[src/rtl/datapath_if.sv]
// Control/status bundle between control_unit and the execution datapath.
// control_unit drives the master side; the datapath implements the slave side.
interface datapath_if #(
  parameter int DATA_W     = 16,
  parameter int REG_ADDR_W = 3
);
  logic                  rf_write;
  logic [REG_ADDR_W-1:0] rs_addr;
  logic [REG_ADDR_W-1:0] rt_addr;
  logic [REG_ADDR_W-1:0] rd_addr;
  logic [DATA_W-1:0]     imm_data;
  logic [3:0]            alu_sel;
  logic                  imm_sel;
  logic                  mem_write;
  logic                  mem_sel;
  logic [REG_ADDR_W-1:0] dbg_addr;
  logic                  zero_flag;
  logic                  pos_flag;
  logic [DATA_W-1:0]     result_q;
  logic [DATA_W-1:0]     dbg_data;

  modport master (
    output rf_write, rs_addr, rt_addr, rd_addr, imm_data, alu_sel,
           imm_sel, mem_write, mem_sel, dbg_addr,
    input  zero_flag, pos_flag, result_q, dbg_data
  );

  modport slave (
    input  rf_write, rs_addr, rt_addr, rd_addr, imm_data, alu_sel,
           imm_sel, mem_write, mem_sel, dbg_addr,
    output zero_flag, pos_flag, result_q, dbg_data
  );
endinterface

[src/rtl/datapath.sv]
// Execution datapath: 8x16 register file, ALU, 32-word data memory and write-back mux.
// Execute edge captures result_q / mem_rdata_q; the following rf_write edge commits them.
module datapath #(
  parameter int DATA_W     = 16,
  parameter int REG_ADDR_W = 3,
  parameter int MEM_ADDR_W = 5
) (
  input logic       clock,
  input logic       reset,
  datapath_if.slave bus
);
  localparam int NUM_REGS  = 2 ** REG_ADDR_W;
  localparam int NUM_WORDS = 2 ** MEM_ADDR_W;

  logic [DATA_W-1:0]     rf   [NUM_REGS];
  logic [DATA_W-1:0]     dmem [NUM_WORDS];
  logic [DATA_W-1:0]     result_q;
  logic [DATA_W-1:0]     mem_rdata_q;
  logic                  zero_q;
  logic                  pos_q;

  logic [DATA_W-1:0]     op_a;
  logic [DATA_W-1:0]     op_b;
  logic [DATA_W-1:0]     st_data;
  logic [DATA_W-1:0]     alu_y;
  logic [DATA_W-1:0]     wb_data;
  logic [MEM_ADDR_W-1:0] mem_addr;

  assign op_a     = rf[bus.rs_addr];
  assign st_data  = rf[bus.rt_addr];
  assign op_b     = bus.imm_sel ? bus.imm_data : st_data;
  // Upper address bits are dropped so the memory address wraps.
  assign mem_addr = op_a[MEM_ADDR_W-1:0];
  assign wb_data  = bus.mem_sel ? mem_rdata_q : result_q;

  always_comb begin
    alu_y = '0;
    case (bus.alu_sel)
      4'h0: alu_y = op_a + op_b;
      4'h1: alu_y = op_a - op_b;
      4'h2: alu_y = op_a & op_b;
      4'h3: alu_y = op_a | op_b;
      4'h4: alu_y = op_a ^ op_b;
      4'h5: alu_y = ~op_a;
      4'h6: alu_y = op_a << 1;
      4'h7: alu_y = op_a >> 1;
      4'h8: alu_y = op_a + DATA_W'(1);
      4'h9: alu_y = op_a - DATA_W'(1);
      4'hA: alu_y = op_a;
      4'hB: alu_y = op_b;
      default: alu_y = '0;
    endcase
  end

  // All reads above use pre-edge state, so same-edge read/write returns the old value.
  always_ff @(posedge clock or posedge reset) begin
    if (reset) begin
      for (int i = 0; i < NUM_REGS; i++)  rf[i]   <= '0;
      for (int i = 0; i < NUM_WORDS; i++) dmem[i] <= '0;
      result_q    <= '0;
      mem_rdata_q <= '0;
      zero_q      <= 1'b0;
      pos_q       <= 1'b0;
    end else begin
      result_q    <= alu_y;
      mem_rdata_q <= dmem[mem_addr];
      if (bus.mem_write) dmem[mem_addr] <= st_data;
      if (bus.rf_write)  rf[bus.rd_addr] <= wb_data;
      // Loads leave the flags alone; only ALU write-backs update them.
      if (bus.rf_write && !bus.mem_sel) begin
        zero_q <= (result_q == '0);
        pos_q  <= ~result_q[DATA_W-1] && (result_q != '0);
      end
    end
  end

  assign bus.result_q  = result_q;
  assign bus.zero_flag = zero_q;
  assign bus.pos_flag  = pos_q;
  assign bus.dbg_data  = rf[bus.dbg_addr];
endmodule

[src/flat_wrapper.sv]
// flat-port wrapper written by rule: the top's interface ports become plain ports
module datapath_flat 
#(
  parameter int DATA_W     = 16,
  parameter int REG_ADDR_W = 3,
  parameter int MEM_ADDR_W = 5
)
  (clock, reset, bus_rf_write, bus_rs_addr, bus_rt_addr, bus_rd_addr, bus_imm_data, bus_alu_sel, bus_imm_sel, bus_mem_write, bus_mem_sel, bus_dbg_addr, bus_zero_flag, bus_pos_flag, bus_result_q, bus_dbg_data);
  datapath_if #(.DATA_W(DATA_W), .REG_ADDR_W(REG_ADDR_W)) bus_i ();
  input logic clock;
  input logic reset;
  input wire logic [$bits(bus_i.rf_write)-1:0] bus_rf_write;
  input wire logic [$bits(bus_i.rs_addr)-1:0] bus_rs_addr;
  input wire logic [$bits(bus_i.rt_addr)-1:0] bus_rt_addr;
  input wire logic [$bits(bus_i.rd_addr)-1:0] bus_rd_addr;
  input wire logic [$bits(bus_i.imm_data)-1:0] bus_imm_data;
  input wire logic [$bits(bus_i.alu_sel)-1:0] bus_alu_sel;
  input wire logic [$bits(bus_i.imm_sel)-1:0] bus_imm_sel;
  input wire logic [$bits(bus_i.mem_write)-1:0] bus_mem_write;
  input wire logic [$bits(bus_i.mem_sel)-1:0] bus_mem_sel;
  input wire logic [$bits(bus_i.dbg_addr)-1:0] bus_dbg_addr;
  output wire logic [$bits(bus_i.zero_flag)-1:0] bus_zero_flag;
  output wire logic [$bits(bus_i.pos_flag)-1:0] bus_pos_flag;
  output wire logic [$bits(bus_i.result_q)-1:0] bus_result_q;
  output wire logic [$bits(bus_i.dbg_data)-1:0] bus_dbg_data;
  assign bus_i.rf_write = bus_rf_write;
  assign bus_i.rs_addr = bus_rs_addr;
  assign bus_i.rt_addr = bus_rt_addr;
  assign bus_i.rd_addr = bus_rd_addr;
  assign bus_i.imm_data = bus_imm_data;
  assign bus_i.alu_sel = bus_alu_sel;
  assign bus_i.imm_sel = bus_imm_sel;
  assign bus_i.mem_write = bus_mem_write;
  assign bus_i.mem_sel = bus_mem_sel;
  assign bus_i.dbg_addr = bus_dbg_addr;
  assign bus_zero_flag = bus_i.zero_flag;
  assign bus_pos_flag = bus_i.pos_flag;
  assign bus_result_q = bus_i.result_q;
  assign bus_dbg_data = bus_i.dbg_data;
  datapath #(.DATA_W(DATA_W), .REG_ADDR_W(REG_ADDR_W), .MEM_ADDR_W(MEM_ADDR_W)) u_core (.clock(clock), .reset(reset), .bus(bus_i));
endmodule
[config.mk]
export PLATFORM = sky130hd
export DESIGN_NAME = datapath_flat
export DESIGN_NICKNAME = d
export VERILOG_FILES = /design/src/rtl/datapath_if.sv /design/src/rtl/datapath.sv /design/src/flat_wrapper.sv
export SDC_FILE = /design/constraint.sdc
export NUM_CORES = 2
export LEC_CHECK = 0
export CORE_ASPECT_RATIO = 2
export CORE_MARGIN = 2
export CORE_UTILIZATION = 50
export CTS_BUF_LIST = sky130_fd_sc_hd__clkbuf_2
export DETAILED_ROUTE_END_ITERATION = 10
export GPL_TIMING_DRIVEN = 1
export PLACE_DENSITY = 0.66
export SLEW_MARGIN = 20
export SYNTH_ARGS = -nofsm -noshare
export SYNTH_HDL_FRONTEND = slang
export SYNTH_SLANG_ARGS = --single-unit
[constraint.sdc]
create_clock -name clock -period 47.6 [get_ports clock]
set_input_delay 11.9 -clock clock [delete_from_list [all_inputs] [get_ports clock]]
set_output_delay 11.9 -clock clock [all_outputs]
set_load 0.03 [all_outputs]
-- Word level (Yosys, flattened, before mapping)
Index checks and enable logic that the tools add are counted.
- flip-flop bits (word level): 674
- input bits: 38
- word-level logic and storage cells: 105
- $add $sub $neg: 4
- order comparisons: 7
- eq/ne operators: 11
- multiplexer cells: 21
- bitwise gates (word level): 10
- reduce and logical (&&, ||, !) cells: 8
- operators by type and width (kind ; number):
    512-bit bitwise mux ; 1
    16-bit 2-to-1 mux ; 12
    16-bit one-hot mux with 12 select lines ; 1
    16-bit binary-select mux with 3-bit select ; 3
    128-bit bitwise mux ; 1
    16-bit binary-select mux with 5-bit select ; 1
    16-bit demux with 5-bit select ; 1
    16-bit demux with 3-bit select ; 1
    16-bit by 1-bit adder with 16-bit output, second input constant ; 1
    16-bit adder ; 1
    16-bit bitwise AND ; 1
    4-bit by 3-bit equality test with 1-bit output, second input constant ; 4
    4-bit equality test, second input constant ; 4
    4-bit >= comparator, second input constant ; 4
    16-bit logical NOT ; 1
    16-bit NOT ; 1
    3-bit NOT with 4-bit output ; 4
    16-bit bitwise OR ; 1
    16-bit nonzero test ; 1
    16-bit by 1-bit subtractor with 16-bit output, second input constant ; 1
    16-bit subtractor ; 1
    16-bit bitwise XOR ; 1
    4-bit by 2-bit equality test with 1-bit output, second input constant ; 2
    6-bit >= comparator, second input constant ; 1
    8 further kinds ; 11

-- Depth between registers and ports, before layout
- word-level depth: 10
- depth in mapped cells: 21
- depth with buffers taken out: 18

-- Worst setup path after synthesis
No wires, ideal clock.
- kind: input to output
- start: input bus_dbg_addr[0]
- end: output bus_dbg_data[0]
- data arrival time: 13564 ps
- data required time: 35700 ps
- setup slack: 22136 ps
- cell stages on the path: 4
- path buffers: 2
- cells stage by stage: clkbuf_1 buf_1 mux4_2 mux2_2
- word-level cells in the longest chain between the ends: 4
- ends and longest elaborated chain (what ; line ; text):
    start: declaration ; flat_wrapper.sv:21 ; input wire logic [$bits(bus_i.dbg_addr)-1:0] bus_dbg_addr;
    3-bit NOT with 4-bit output (not written as such) ; datapath.sv:80 ; assign bus.dbg_data = rf[bus.dbg_addr];
    16-bit binary-select mux with 3-bit select ; datapath.sv:80 ;
    16-bit 2-to-1 mux (not written as such) (2 in series) ; datapath.sv:80 ;
    end: declaration ; flat_wrapper.sv:25 ; output wire logic [$bits(bus_i.dbg_data)-1:0] bus_dbg_data;
Every way passes these cells. The select of a mux whose other input is x is not followed.

-- Worst setup path after layout
- start: input bus_dbg_addr[2]
- end: output bus_dbg_data[8]
Same word-level chain as after synthesis.

==> impl_metrics.json <==
{
  "worstHoldStart": "u_core.dmem[324]",
  "grt_use_total_pct": 31.79,
  "outcome": "finished clean",
  "cts_tree": "yes",
  "grt_overflow": 0,
  "cellLeakagePower_nw": 15.84,
  "wl_per_cell_um": 24.88,
  "worst_pin_slew_ns": 1.205,
  "grt_pass1_wl_um": 160900,
  "syn-num-nets": 3332,
  "avgSynthCellArea_um2": 10.24,
  "synth_edf_count": 0,
  "grt_max_degree": 171,
  "core_um2": 65730,
  "drt-vias-per-instance": 6.193,
  "seqCellArea_um2": 16870,
  "crit_type": "input pin to output port",
  "cts_setup_buffers": 0,
  "use_met2_pct": 52.02,
  "place_congestion": 0.9299,
  "dieArea_um2": 68640,
  "clk_pin_slew_ns": 0.10,
  "synth.most_common_cell": "nand2_1",
  "htreeDepth": 4,
  "fin_crit_sh_pct": 54.91,
  "netlist-cell-type-count": 72,
  "ys_ff_latch": 674,
  "cts_sinks": 674,
  "worst-path-max-fanout": 16,
  "synth_ff_type": "dfrtp_1",
  "p_per_area_nw_per_um2": 57.65,
  "ir_drop_uv": 26.03,
  "fin_hold_ws_ns": 0.4869,
  "final_nets": 3348,
  "grt_util_met3_pct": 6.700,
  "ys_async_sr_fraction_pct": 100.0,
  "setup_viol": 0,
  "final-hold-violation-count": 0,
  "slew_viol_final": 0,
  "drtAntennaViolNets": 0,
  "rsz0062_at_grt": "false",
  "crit_path_start_kind": "input pin",
  "crit_arrival_ns": 14.24,
  "antenna_found_initial": 2,
  "fin_util_pct": 54.86,
  "p_total_mw": 2.079,
  "synth_area_leaders": "dfrtp_1 51%, mux4_2 13%, nand2_1 8.5%, o21ai_1 5.1%, o21ai_0 4.5%",
  "hold_path.class": "register to register",
  "required_ns": 35.70,
  "multi_input_area_um2": 15320,
  "yosysWarnings": 0,
  "syn_inst": 3245,
  "post_cts_resized": 0,
  "rr_startpoint": "u_core.rf[81]",
  "drc": 0,
  "min_path_cells": 2,
  "cts_buffer_depth": 3,
  "fmaxAchievable_mhz": 38.26,
  "routed-via-count": 26221,
  "cts_hold_buf": 0,
  "busiest_layer": "met2",
  "numCtsBuffers": 146,
  "die_y_um": 368.5,
  "rr_worst_depth": 18,
  "finClkSkew_ns": 0.07637,
  "final.fill_count": 5796,
  "ios": 72,
  "wl_um": 105300,
  "drt_iter0_drc": 2308,
  "place_hpwl_um": 70290,
  "fin_crit_ns": 26.14,
  "rrSetupSlack_ns": 42.15,
  "layout-drive-gt1-share_pct": 16.96,
  "area_growth_pct": 8.546,
  "synth.top_cell.area_share_pct": 50.77,
  "yosys.area.top_type": "dfrtp_1",
  "finalSetupTns_ns": 0,
  "met1_usage_pct": 34.19,
  "hold_path_end": "u_core.dmem[324]",
  "die_x_um": 186.3,
  "synth_commonest_cells": "754 x nand2_1, 674 x dfrtp_1, 339 x o21ai_1, 301 x o21ai_0, 223 x clkbuf_1",
  "drv_cap": 0,
  "root_buffer": "clkbuf_2",
  "slew_headroom_pct": 19.41,
  "endpoint_kind": "output port",
  "grt_pass1_vias": 26816,
  "rows": 133,
  "firstDrtPassIters": 8,
  "worst_skew_pair.late_latency_ns": 1.28,
  "worstReg2RegEnd": "u_core.bus.result_q[15]",
  "synthesis.area_um2": 33220,
  "ys_seq_area_share_pct": 50.77,
  "start_util_pct": 50.54,
  "portBuffers": 71
}
[kinds of logic (layout without fill, tap and decap cells)]
logic type	after synthesis	in the layout	synth area share, %
multiplexers	268	268	15.25
adder cells (fa/ha/maj)	49	49	1.868
buffers and inverters	317	426	3.827
XOR/XNOR	20	20	0.5273
AO/OA/AOI/OAI	932	932	15.80
AND/OR/NAND/NOR	985	985	11.95
flip-flops	674	674	50.77
other	0	3	0
[flip-flops by register name, indices dropped and copies added, names as in the netlist]
signal	cells
u_core.bus.zero_flag	1
u_core.rf	128
u_core.bus.result_q	16
u_core.mem_rdata_q	16
u_core.bus.pos_flag	1
u_core.dmem	512
[per-layer routing]
layer | vias to the layer above | wire length, µm | share of wire, %
met5 | - | 0 | 0
met1 | 12980 | 35820 | 34
li1 | 11675 | - | -
met3 | 422 | 6898 | 6.5
met2 | 1144 | 51630 | 49
met4 | 0 | 11000 | 10
[per-stage QoR]
step | setup WS (ns) | instances | cell area, µm²
floorplan | 16.81 | 3245 | 33220
global placement | 21.37 | 3990 | 34630
detailed placement | 21.57 | 3990 | 34640
CTS | 21.57 | 4231 | 35990
global route | 21.45 | 4234 | 36060
finish | 21.46 | 4234 | 36060
[layout make-up]
| cell class | count | area share, % |
|---|---|---|
| inverters | 42 | 0.4858 |
| flip-flops and latches | 674 | 46.77 |
| multi-input cells | 2254 | 42.48 |
| clock inverters | 33 | 0.8467 |
| clock buffers | 208 | 2.887 |
| well taps | 877 | 3.043 |
| diodes | 3 | 0.02082 |
| repair buffers | 143 | 3.466 |
[worst max-delay path by stage]
stage | depth (start not counted) | from | end | slack (ns)
floorplan | 1 | reset | u_core.bus.pos_flag | 16.81
detailed placement | 3 | bus_dbg_addr[2] | bus_dbg_data[2] | 21.57
CTS | 3 | bus_dbg_addr[2] | bus_dbg_data[2] | 21.57
global route | 3 | bus_dbg_addr[2] | bus_dbg_data[8] | 21.45
global placement | 4 | bus_dbg_addr[0] | bus_dbg_data[2] | 21.37
finish | 3 | bus_dbg_addr[2] | bus_dbg_data[8] | 21.46
[power breakdown]
part	leakage, nW	internal [mW]	switching (mW)
clock network	1.01	0.149	0.226
registers	8.87	0.772	0.136
logic	5.97	0.313	0.484
[cell usage in the layout (no fill, tap or decap), drive strengths merged, types with 6 or more instances in the layout]
cell,count
o22ai,8
buf,76
mux4,187
a22o,7
and2,6
clkdlybuf4s50,67
and3,28
clkbuf,208
inv,45
nand2,754
dfrtp,674
bufinv,6
a221oi,22
a21oi,98
clkinv,22
xor2,7
nand4,13
o21ai,644
xnor2,13
nor4,8
nor2,121
o221ai,8
nand2b,8
ha,48
a31oi,22
mux2i,63
a21o,7
nor3,21
mux2,18
a22oi,62
a311oi,9
o21a,7
[worst max-delay path, stage by stage]
cell and delay [ns]:
clkdlybuf4s50_1 1.27, mux2_2 0.45, clkdlybuf4s50_1 0.60
Power figures use the tool's default switching activity.
